### src/rtl/ex_operand_stage_pkg.sv
// Shared ALU op-code constants for the MIPS EX stage.
// OP_NOP is the op a freshly reset operand stage presents.
package ex_operand_stage_pkg;

   typedef logic [2:0] alu_op_t;

   localparam alu_op_t OP_AND = 3'b000;
   localparam alu_op_t OP_OR  = 3'b001;
   localparam alu_op_t OP_ADD = 3'b010;
   localparam alu_op_t OP_SUB = 3'b110;
   localparam alu_op_t OP_SLT = 3'b111;
   localparam alu_op_t OP_NOP = OP_ADD;

endpackage

### src/rtl/ex_operand_stage_fwd_mux.sv
// Operand forwarding select: EX/MEM beats MEM/WB, and register 0 is never forwarded.
module fwd_mux #(
   parameter int W  = 32,
   parameter int RW = 5
) (
   input  logic [RW-1:0] i_idx,
   input  logic [W-1:0]  i_held_val,
   input  logic          i_exm_en,
   input  logic [RW-1:0] i_exm_idx,
   input  logic [W-1:0]  i_exm_data,
   input  logic          i_wb_en,
   input  logic [RW-1:0] i_wb_idx,
   input  logic [W-1:0]  i_wb_data,
   output logic [W-1:0]  o_val
);

   logic w_nonzero;
   logic w_exm_hit;
   logic w_wb_hit;

   assign w_nonzero = (i_idx != {RW{1'b0}});
   assign w_exm_hit = i_exm_en && (i_exm_idx == i_idx) && w_nonzero;
   assign w_wb_hit  = i_wb_en  && (i_wb_idx  == i_idx) && w_nonzero;

   // Priority select of the newest producer
   always_comb begin
      o_val = i_held_val;
      if (w_exm_hit) begin
         o_val = i_exm_data;
      end else if (w_wb_hit) begin
         o_val = i_wb_data;
      end else begin
         o_val = i_held_val;
      end
   end

endmodule

### src/rtl/ex_operand_stage.sv
// ID/EX pipeline register: holds one decoded instruction, forwards operands into the ALU
// and inserts a single bubble when an instruction depends on the load it follows.
module ex_operand_stage
   import ex_operand_stage_pkg::*;
#(
   parameter int W  = 32,
   parameter int RW = 5
) (
   input  logic          clk,
   input  logic          reset_n,
   input  logic          in_valid,
   output logic          in_ready,
   input  logic [RW-1:0] in_rs_idx,
   input  logic [RW-1:0] in_rt_idx,
   input  logic [RW-1:0] in_rd_idx,
   input  logic [W-1:0]  in_rs_val,
   input  logic [W-1:0]  in_rt_val,
   input  logic [W-1:0]  in_imm,
   input  logic          in_use_imm,
   input  logic [2:0]    in_op,
   input  logic          in_reg_write,
   input  logic          in_mem_read,
   input  logic          flush,
   input  logic          exm_fwd_en,
   input  logic [RW-1:0] exm_fwd_idx,
   input  logic [W-1:0]  exm_fwd_data,
   input  logic          wb_fwd_en,
   input  logic [RW-1:0] wb_fwd_idx,
   input  logic [W-1:0]  wb_fwd_data,
   output logic          out_valid,
   input  logic          out_ready,
   output logic [W-1:0]  a,
   output logic [W-1:0]  b,
   output logic [2:0]    op,
   output logic [RW-1:0] out_rd_idx,
   output logic          out_reg_write,
   output logic          out_mem_read,
   output logic [15:0]   bubble_cnt
);

   logic          r_valid;
   logic [RW-1:0] r_rs_idx;
   logic [RW-1:0] r_rt_idx;
   logic [RW-1:0] r_rd_idx;
   logic [W-1:0]  r_rs_val;
   logic [W-1:0]  r_rt_val;
   logic [W-1:0]  r_imm;
   logic          r_use_imm;
   alu_op_t       r_op;
   logic          r_reg_write;
   logic          r_mem_read;
   logic [15:0]   r_bubble_cnt;

   logic          w_load_use;
   logic          w_load;
   logic          w_out_hs;
   logic          w_cap_rs_hit;
   logic          w_cap_rt_hit;
   logic          w_hold_rs_hit;
   logic          w_hold_rt_hit;
   logic [W-1:0]  w_fwd_a;
   logic [W-1:0]  w_fwd_b;

   assign w_load_use = r_valid && r_mem_read && (r_rd_idx != {RW{1'b0}}) && in_valid &&
                       ((in_rs_idx == r_rd_idx) || (!in_use_imm && (in_rt_idx == r_rd_idx)));
   assign in_ready   = (!r_valid || out_ready) && !w_load_use && !flush;
   assign w_load     = in_valid && in_ready;
   assign w_out_hs   = r_valid && out_ready;

   // A register being written back this cycle must win over the stale register-file read
   assign w_cap_rs_hit  = wb_fwd_en && (wb_fwd_idx == in_rs_idx) && (in_rs_idx != {RW{1'b0}});
   assign w_cap_rt_hit  = wb_fwd_en && (wb_fwd_idx == in_rt_idx) && (in_rt_idx != {RW{1'b0}});
   assign w_hold_rs_hit = wb_fwd_en && (wb_fwd_idx == r_rs_idx)  && (r_rs_idx  != {RW{1'b0}});
   assign w_hold_rt_hit = wb_fwd_en && (wb_fwd_idx == r_rt_idx)  && (r_rt_idx  != {RW{1'b0}});

   fwd_mux #(.W(W), .RW(RW)) u_fwd_a (
      .i_idx      (r_rs_idx),
      .i_held_val (r_rs_val),
      .i_exm_en   (exm_fwd_en),
      .i_exm_idx  (exm_fwd_idx),
      .i_exm_data (exm_fwd_data),
      .i_wb_en    (wb_fwd_en),
      .i_wb_idx   (wb_fwd_idx),
      .i_wb_data  (wb_fwd_data),
      .o_val      (w_fwd_a)
   );

   fwd_mux #(.W(W), .RW(RW)) u_fwd_b (
      .i_idx      (r_rt_idx),
      .i_held_val (r_rt_val),
      .i_exm_en   (exm_fwd_en),
      .i_exm_idx  (exm_fwd_idx),
      .i_exm_data (exm_fwd_data),
      .i_wb_en    (wb_fwd_en),
      .i_wb_idx   (wb_fwd_idx),
      .i_wb_data  (wb_fwd_data),
      .o_val      (w_fwd_b)
   );

   // Held instruction: flush, then load, then drain, else refresh from MEM/WB while stalled
   always_ff @(posedge clk or negedge reset_n) begin
      if (!reset_n) begin
         r_valid     <= 1'b0;
         r_rs_idx    <= {RW{1'b0}};
         r_rt_idx    <= {RW{1'b0}};
         r_rd_idx    <= {RW{1'b0}};
         r_rs_val    <= {W{1'b0}};
         r_rt_val    <= {W{1'b0}};
         r_imm       <= {W{1'b0}};
         r_use_imm   <= 1'b0;
         r_op        <= OP_NOP;
         r_reg_write <= 1'b0;
         r_mem_read  <= 1'b0;
      end else if (flush) begin
         r_valid <= 1'b0;
      end else if (w_load) begin
         r_valid     <= 1'b1;
         r_rs_idx    <= in_rs_idx;
         r_rt_idx    <= in_rt_idx;
         r_rd_idx    <= in_rd_idx;
         r_rs_val    <= w_cap_rs_hit ? wb_fwd_data : in_rs_val;
         r_rt_val    <= w_cap_rt_hit ? wb_fwd_data : in_rt_val;
         r_imm       <= in_imm;
         r_use_imm   <= in_use_imm;
         r_op        <= in_op;
         r_reg_write <= in_reg_write;
         r_mem_read  <= in_mem_read;
      end else if (w_out_hs) begin
         r_valid <= 1'b0;
      end else if (r_valid) begin
         if (w_hold_rs_hit) begin
            r_rs_val <= wb_fwd_data;
         end
         if (w_hold_rt_hit) begin
            r_rt_val <= wb_fwd_data;
         end
      end
   end

   // Saturating count of load-use bubbles actually handed to EX
   always_ff @(posedge clk or negedge reset_n) begin
      if (!reset_n) begin
         r_bubble_cnt <= 16'd0;
      end else if (!flush && w_load_use && w_out_hs && (r_bubble_cnt != 16'hFFFF)) begin
         r_bubble_cnt <= r_bubble_cnt + 16'd1;
      end
   end

   // Operands are zeroed while empty so the ALU never sees X
   always_comb begin
      a = {W{1'b0}};
      b = {W{1'b0}};
      if (r_valid) begin
         a = w_fwd_a;
         b = r_use_imm ? r_imm : w_fwd_b;
      end else begin
         a = {W{1'b0}};
         b = {W{1'b0}};
      end
   end

   assign out_valid     = r_valid;
   assign op            = r_op;
   assign out_rd_idx    = r_rd_idx;
   assign out_reg_write = r_reg_write;
   assign out_mem_read  = r_mem_read;
   assign bubble_cnt    = r_bubble_cnt;

endmodule

### config.mk
export PLATFORM = sky130hd
export DESIGN_NAME = ex_operand_stage
export DESIGN_NICKNAME = d
export VERILOG_FILES = /design/src/rtl/ex_operand_stage_pkg.sv /design/src/rtl/ex_operand_stage_fwd_mux.sv /design/src/rtl/ex_operand_stage.sv
export SDC_FILE = /design/constraint.sdc
export NUM_CORES = 1
export LEC_CHECK = 0
export BUFFER_PORTS_ARGS = -buffer_cell sky130_fd_sc_hd__buf_2
export CORE_ASPECT_RATIO = 1.1
export CORE_MARGIN = 5
export CORE_UTILIZATION = 37
export CTS_CLUSTER_SIZE = 40
export DETAILED_ROUTE_END_ITERATION = 16
export PLACE_DENSITY_LB_ADDON = 0.25
export SYNTH_ARGS = -nofsm -noshare
export SYNTH_HDL_FRONTEND = slang
export SYNTH_SLANG_ARGS = --single-unit
### constraint.sdc
create_clock -name clk -period 2.2 [get_ports clk]
set_input_delay 0.33 -clock clk [delete_from_list [all_inputs] [get_ports clk]]
set_output_delay 0.33 -clock clk [all_outputs]
set_load 0.005 [all_outputs]
; ---- Word level (Yosys, flattened, before mapping)
; Cells that the tools add are included.
[op_classes]
add_sub_neg = 1
n_eq_ne = 10
muxes = 18
bitwise_logic = 1
reduce_logical = 39
[ops]
columns = operator, n
row1 = $mux W32, 15
row2 = $eq A5 B5 Y1, 8
row3 = $reduce_bool A5 Y1, 5
row4 = $logic_and A1 B1 Y1, 24
row5 = $add A16 B1 Y16 const B, 1
row6 = $ne A16 B16 Y1 const B, 1
row7 = $logic_not A1 Y1, 4
row8 = $mux W1, 3
row9 = $reduce_and A3 Y1, 1
row10 = $reduce_bool A3 Y1, 1
row11 = $logic_or A1 B1 Y1, 2
row12 = $ne A2 B2 Y1 const B, 1
row13 = $reduce_and A2 Y1, 1
row14 = $reduce_bool A2 Y1, 1
row15 = $not A1 Y1, 1
[word_totals]
regBits = 134
output_inout_bits = 92
wordCells = 81

; ---- Depth between registers and ports, before layout
; Gate-level depths: netlist of run 1.
[depth]
depth_word = 10
depth_mapped = 9
ltp_nobuf = 6

; ---- Modules after synthesis
; A second synthesis of run 1 with hierarchy kept.
[unflattened]
hier_cells = 954
area_unflattened_um2 = 9532.9
[modules_own_cells]
columns = module, instances, cells_each, area_per_inst_um2, seq_area_each_um2
row1 = ex_operand_stage, 1, 558, 7225.7, 3354.5
row2 = fwd_mux, 2, 198, 1153.6, 0.0

; ---- Worst setup path after synthesis of run 1
; No wires, ideal clock.
[synth_path]
kind = register to output
startpoint = register r_rt_idx[1]
endpoint = output port b[30]
arrival_time_ns = 1.989
required_ns = 1.870
slack_ns = -0.119
path_stages_with_launch = 8
n_path_buf = 1
path_cell_list = dfrtp_1 or4_1 o211a_1 nand2_1 buf_4 mux2i_1 a21oi_1 a31o_2
[synth_between]
elab_chain_cells = 7
[synth_lines]
columns = element, line_no
row1 = "start, declared", ex_operand_stage.sv:43  ; logic [RW-1:0] r_rt_idx;
row2 = "start signal, assigned", ex_operand_stage.sv:105  ; r_rt_idx <= {RW{1'b0}};
row3 = "start signal, assigned", ex_operand_stage.sv:119  ; r_rt_idx <= in_rt_idx;
row4 = $eq A5 B5 Y1, ex_operand_stage_fwd_mux.sv:23  ; assign w_wb_hit = i_wb_en && (i_wb_idx == i_idx) && w_nonzero;
row5 = $logic_and A1 B1 Y1 (2 in a row), ex_operand_stage_fwd_mux.sv:23
row6 = $mux W32, --
row7 = $mux W32 (*), ex_operand_stage_fwd_mux.sv:28  ; if (w_exm_hit) begin
row8 = $mux W32 (*), ex_operand_stage.sv:155  ; b = r_use_imm ? r_imm : w_fwd_b;
row9 = $mux W32 (*), ex_operand_stage.sv:153  ; if (r_valid) begin
row10 = "end, declared", ex_operand_stage.sv:33  ; output logic [W-1:0] b,
; Mark *: on every way between the ends. The rest lies on a longest branch, timed or not.

; ---- Worst setup path after layout of run 1
[layout_path]
startpoint = register r_rt_idx[4]
endpoint = output port b[0]
; Same word-level chain as after synthesis.

==> results.toml, run 1 <==
[status]
outcome = "finished, violations left"
violations = "setup timing"

[die]
initial_core_util = 0.377
die-width_um = 156
fp.dieH_um = 170
core-area_um2 = 22900
die-area_um2 = 26500
num_io_pins = 290
fp-row-count = 58

[grt]
met2_usage = 0.407
grt_util_met3 = 0.0649
antenna_found_initial = 8
grt_max_degree = 54
busiest_layer = "met2"
track_usage = 0.244
grt_first_pass_wirelength_um = 50600
grtUsageMet1 = 0.313
grt.overflow.total = 0
grt_pass1_vias = 8945

[synthesis]
syn-cell-area_um2 = 8640
yosysMostFrequentCell = "dfrtp_1"
synth_commonest_cells = "dfrtp_1 (133), nand2_1 (132), mux2i_1 (102)"
synth_top_area_frac = 0.385
synth_top_cell_by_area = "dfrtp_1"
synthDistinctLibCells = 44
synth_cells = 857
ys_dominant_reg_cell = "dfrtp_1"
postSynthAreaPerCell_um2 = 10.1
yosysWarnings = 0
ys_seq_area_frac = 0.388
synthTopCellsByArea = "dfrtp_1 (39%), mux2i_1 (12%), mux2_2 (7.2%)"
synthArstFlopShare = 1.00
syn_nets = 1056
synth-seq-cells = 134
synth-edff-count = 0

[clocking]
cts_root_buf = "clkbuf_16"
clock-sinks = 134
htreeDepth = 4
insertion_delay_ns = 0.42
cts_buffer_depth = 2
cts_tree = "built"
cts.clk_slew.worst_paths_ns = 0.06
cts_buffers = 17

[critical_path]
rr_startpoint = "r_rs_idx[1]$_DFFE_PN0P_"
critical_path.startpoint = "r_rt_idx[4]$_DFFE_PN0P_"
worstSetupPathType = "register to output pin"
cp_max_fo = 7
cp-start-kind = "register"
arrival_ns = 2.49
cp.required_ns = 1.87
crit_path_end_kind = "output pin"

[route]
vias_per_cell = 5.50
antenna_left = 0
wl_um = 33600
drtIter0Drc = 505
drc = 0
drtPass1Iterations = 4
vias = 8556
wire_per_inst_um = 21.5

[layout]
syn2layout_area_growth_pct = 55.6
nNetsFinal = 1442
layout-drive-gt1-share = 0.521
instances_no_fill = 1557

[sta]
worst_slew_pin_slew_ns = 0.809
slew_violations = 0
clock_skew_ns = 0.00968
hold_ws_ns = 0.140
clock.fmax_mhz = 354
post-route-period-util = 1.28
maxSlewHeadroom = 0.461
rsz0062_at_grt = "yes"
setup_viol = 198
worst_slack_ns = -0.625
min_period_ns = 2.82
hold_viol_final = 0

[worst_hold_path]
hold_class = "input pin to register"
worstHoldStart = "in_imm[12]"

[pwr]
power.leakage_nw = 6.18
vdd_drop_max_mv = 0.539
pwr_density_cell_nw_per_um2 = 621

[placed_design]
portBuffers = 289
place_congestion = 0.863
dp.cells = 1466
dpl.hpwl_um = 21400

[run]
max_cap_viol_count = 0
[cell type report]
type	instances	area (um2)
antenna	1	2.50
clock buffer	18	429
clock inverter	14	101
fill	2000	9490
inverter	27	101
multi-input combinational	626	5660
sequential	134	3360
tap	300	375
timing repair buffer	437	3420
[flip-flops by register name (all words and copies together) (netlist names), 3 cells and up]
| signal | flops |
|---|---|
| r_imm | 32 |
| bubble_cnt | 16 |
| r_rt_val | 32 |
| r_rt_idx | 5 |
| op | 3 |
| out_rd_idx | 5 |
| r_rs_idx | 5 |
| r_rs_val | 32 |
[report_power, final]
part           internal, mW  switching, mW  total [mW]
clock                  1.45           1.20        2.64
combinational          1.50           1.11        2.61
sequential             2.83          0.273        3.10
total                  5.77           2.58        8.36
[routing by layer]
| metal | vias up | part of all wire |
|---|---|---|
| met2 | 342 | 0.48 |
| met4 | 16 | 0.022 |
| met5 | - | 0.0029 |
| met3 | 61 | 0.076 |
| met1 | 4210 | 0.42 |
| li1 | 3927 | - |
[what timing repair did]
action	CTS	global route
setup endpoints to repair	183	199
hold endpoints to repair	30	0
pin swaps	37	40
hold buffers	1	0
cloned	15	4
buffers inserted	40	12
resized for setup	181	118
[cells in the final DEF (no fill, tap or decap), types with 13 or more instances in the layout]
cell type and instances:
nand2_1 122, a21oi_1 18, buf_2 285, o211a_1 32, a21oi_2 14, mux2_4 40, xor2_1 13, mux2i_1 97
o221a_4 37, xnor2_1 31, o21ai_2 20, o21ai_1 38, clkbuf_16 20, buf_12 35, inv_1 27, dfrtp_1 131
o21ai_0 25, o221a_1 25, buf_4 55, buf_6 46, mux2_2 15
[kinds of logic (layout without fill, tap and decap cells)]
family | count (synthesis) | after routing | synth area share
compound gates | 227 | 227 | 0.209
xor+xnor | 52 | 52 | 0.0527
other cells | 0 | 1 | 0
buf+inv | 97 | 496 | 0.0602
fa+ha+maj | 1 | 1 | 0.00145
mux | 157 | 157 | 0.190
flops | 134 | 134 | 0.388
simple gates | 189 | 189 | 0.0989
[path summary, 6_finish.rpt]
| check | cells past startpoint | endpoint | slack [ns] |
|---|---|---|---|
| worst max-delay path | 8 | b[0] | -0.62 |
| worst min-delay path | 2 | r_imm[12]$_DFFE_PN0P_ | 0.14 |
| worst max register to register | 13 | r_rs_val[12]$_DFFE_PN0P_ | -0.45 |
| worst min register to register | 1 | bubble_cnt[10]$_DFFE_PN0P_ | 0.51 |
| max in group asynchronous | 3 | op[1]$_DFFE_PN1P_ | 1.15 |
| min in group asynchronous | 2 | r_imm[21]$_DFFE_PN0P_ | 0.37 |
[stage by stage]
step | setup TNS (ns) | setup WS [ns] | instance area (um2) | power, mW | utilization
floorplan | -0.0395 | -0.0395 | 8650 | 4.16 | -
global placement | -14.33 | -0.268 | 11100 | 5.09 | 0.483
detailed placement | -15.62 | -0.254 | 11100 | 5.12 | 0.483
CTS | -57.09 | -0.646 | 13000 | 8.26 | 0.568
global route | -78.31 | -0.726 | 13400 | 8.76 | 0.586
finish | -60.92 | -0.625 | 13400 | 8.36 | 0.586
[critical path, cell delays in order (launching register included)]
cell and delay (ns):
dfrtp_1 0.41, or4_4 0.54, o211a_4 0.28, nand2_8 0.12, buf_12 0.14, mux2i_1 0.20
a21oi_1 0.10, a21o_1 0.16, buf_2 0.13
(Power assumes the default switching activity.)
==> inputs of run 2 (changes only) <==
--- a/config.mk
+++ b/config.mk
@@ -12,6 +12,7 @@
 export CTS_CLUSTER_SIZE = 40
 export DETAILED_ROUTE_END_ITERATION = 16
 export PLACE_DENSITY_LB_ADDON = 0.25
+export SLEW_MARGIN = 10
 export SYNTH_ARGS = -nofsm -noshare
 export SYNTH_HDL_FRONTEND = slang
 export SYNTH_SLANG_ARGS = --single-unit
==> constraint.sdc (replaced) <==
create_clock -name clk -period 2.2 [get_ports clk]
set_input_delay 0.33 -clock clk [delete_from_list [all_inputs] [get_ports clk]]
set_output_delay 0.33 -clock clk [all_outputs]
set_load 0.01 [all_outputs]
==> run 2 against run 1 <==
Against the previous run:
- the run still ends with setup timing left
- utilization grew 0.80 points
- cell area grew 1.4%
- global-route usage grew 0.55 points
- non-clock buffer count grew 3
- combinational power grew 4%
- register-to-register slack lost 0.02 ns
- critical path depth grew 2
- clock-buffer cell count grew 2
- die area is the same
- critical endpoint is now a[18]
==> results.toml, run 2 (synthesized netlist as in run 1, its figures left out) <==
[sta]
min_period_ns = 2.88
rsz0062_at_grt = "yes"
clock_skew_ns = 0.00817
finalSetupTns_ns = -61.16
worst_slack_ns = -0.676
worst_slew_pin_slew_ns = 0.628
hold_viol_final = 0
slew_violations = 0
post-route-period-util = 1.31
setup_viol = 181
maxSlewHeadroom = 0.582
clock.fmax_mhz = 348

[pwr]
p_total_mw = 9.04
power.leakage_nw = 6.27
vdd_drop_max_mv = 0.565
pwr_density_cell_nw_per_um2 = 663

[clocking]
insertion_delay_ns = 0.42
clock-sinks = 134
cts_buffers = 17
cts_buffer_depth = 2
cts_root_buf = "clkbuf_16"
cts_tree = "built"
htreeDepth = 4
cts.clk_slew.worst_paths_ns = 0.06

[die]
die-area_um2 = 26500
num_io_pins = 290
initial_core_util = 0.377
fp.dieH_um = 170
core-area_um2 = 22900
die-width_um = 156
fp-row-count = 58

[placed_design]
dpl.hpwl_um = 21500
dp.cells = 1466
portBuffers = 289
place_congestion = 0.861

[layout]
final_common_cell = "buf_2"
fillerInstances = 1954
layout-drive-gt1-share = 0.532
multiInputGateArea_um2 = 5580
mostFrequentLayoutCells = "buf_2 (277), dfrtp_1 (130), nand2_1 (128)"
instances_no_fill = 1559
top_regs = "r_imm x32, r_rs_val x32, r_rt_val x32"
nNetsFinal = 1445
syn2layout_area_growth_pct = 57.7
ff_latch_area_um2 = 3360

[critical_path]
cp_max_fo = 6
rrSetupSlack_ns = -0.47
reg2regPathDepth = 12
cp-endpoint = "a[18]"
critical_path.startpoint = "r_rs_idx[1]$_DFFE_PN0P_"
rr_startpoint = "r_rt_idx[2]$_DFFE_PN0P_"
worstSetupPathType = "register to output pin"
arrival_ns = 2.55
cp.required_ns = 1.87
crit_path_end_kind = "output pin"
r2r_end = "r_rt_val[25]$_DFFE_PN0P_"
cp-start-kind = "register"

[route]
wire_per_inst_um = 22.6
vias = 8659
drtIter0Drc = 545
drc = 0
antenna_left = 0
vias_per_cell = 5.55
drtPass1Iterations = 5
wl_um = 35300

[grt]
grt_pass1_vias = 8936
grtUsageMet1 = 0.315
antenna_found_initial = 5
grt_util_met3 = 0.0699
busiest_layer = "met2"
grt_max_degree = 58
grt_first_pass_wirelength_um = 51000
track_usage = 0.249
grt.overflow.total = 0
met2_usage = 0.415

[run]
max_cap_viol_count = 0

[status]
outcome = "finished, violations left"
violations = "setup timing"

[worst_hold_path]
hold_class = "input pin to register"
[run 2: metrics by stage]
stage,hold slack [ns],instance area [um2],worst slack [ns],util
after global placement,0.357,11100,-0.268,0.482
after detailed placement,0.357,11100,-0.271,0.482
after floorplan,0.0344,8650,-0.0571,-
after global routing,0.123,13600,-0.824,0.594
after CTS,0.122,13100,-0.650,0.569
final,0.138,13600,-0.676,0.594
[run 2: cell type report]
cell class                      count  area share
Inverter                           27     0.00744
Multi-Input combinational cell    626       0.409
Antenna cell                        1    0.000184
Timing Repair Buffer              440       0.261
Clock inverter                     11      0.0145
Sequential cell                   134       0.246
Tap cell                          300      0.0275
Clock buffer                       20      0.0335
[run 2: how the worst min path moves through the flow]
stage | from | to | slack [ns] | depth (start not counted)
2_1_floorplan | reset_n | bubble_cnt[0]$_DFFE_PN0P_ | 0.03 | 0
3_3_place_gp | reset_n | r_imm[22]$_DFFE_PN0P_ | 0.36 | 1
3_5_place_dp | reset_n | r_imm[22]$_DFFE_PN0P_ | 0.36 | 1
4_1_cts | in_imm[9] | r_imm[9]$_DFFE_PN0P_ | 0.12 | 2
5_1_grt | in_mem_read | out_mem_read$_DFFE_PN0P_ | 0.12 | 2
6_report | in_imm[11] | r_imm[11]$_DFFE_PN0P_ | 0.14 | 2
[run 2: metal layers]
layer | vias up | routed length (um)
met2 | 388 | 17100
met3 | 68 | 2870
met1 | 4255 | 14400
met4 | 8 | 883
met5 | - | 34
li1 | 3940 | -
[run 2: power breakdown]
group	internal, mW	total, mW	switching (mW)	leakage [nW]
clock	2.07	3.21	1.14	0.317
sequential	2.83	3.12	0.288	1.54
combinational	1.50	2.71	1.21	4.41
total	6.40	9.04	2.64	6.27
[run 2: worst max-delay path: stages, from the launching register on]
cell and delay [ns]:
dfrtp_1 0.41, buf_6 0.14, xnor2_2 0.15, nand4_1 0.19
nor4_4 0.27, buf_6 0.22, buf_12 0.15, mux2i_1 0.21
nand2_1 0.09, o211a_1 0.15, buf_2 0.14
[run 2: what timing repair did]
| item | 4_1_cts | 5_1_grt |
|---|---|---|
| gates cloned | 14 | 8 |
| buffers inserted | 32 | 14 |
| setup endpoints to repair | 163 | 195 |
| resized for setup | 180 | 127 |
| hold buffers | 1 | 0 |
| pin swaps | 40 | 35 |
| endpoints found under the hold margin | 51 | 0 |
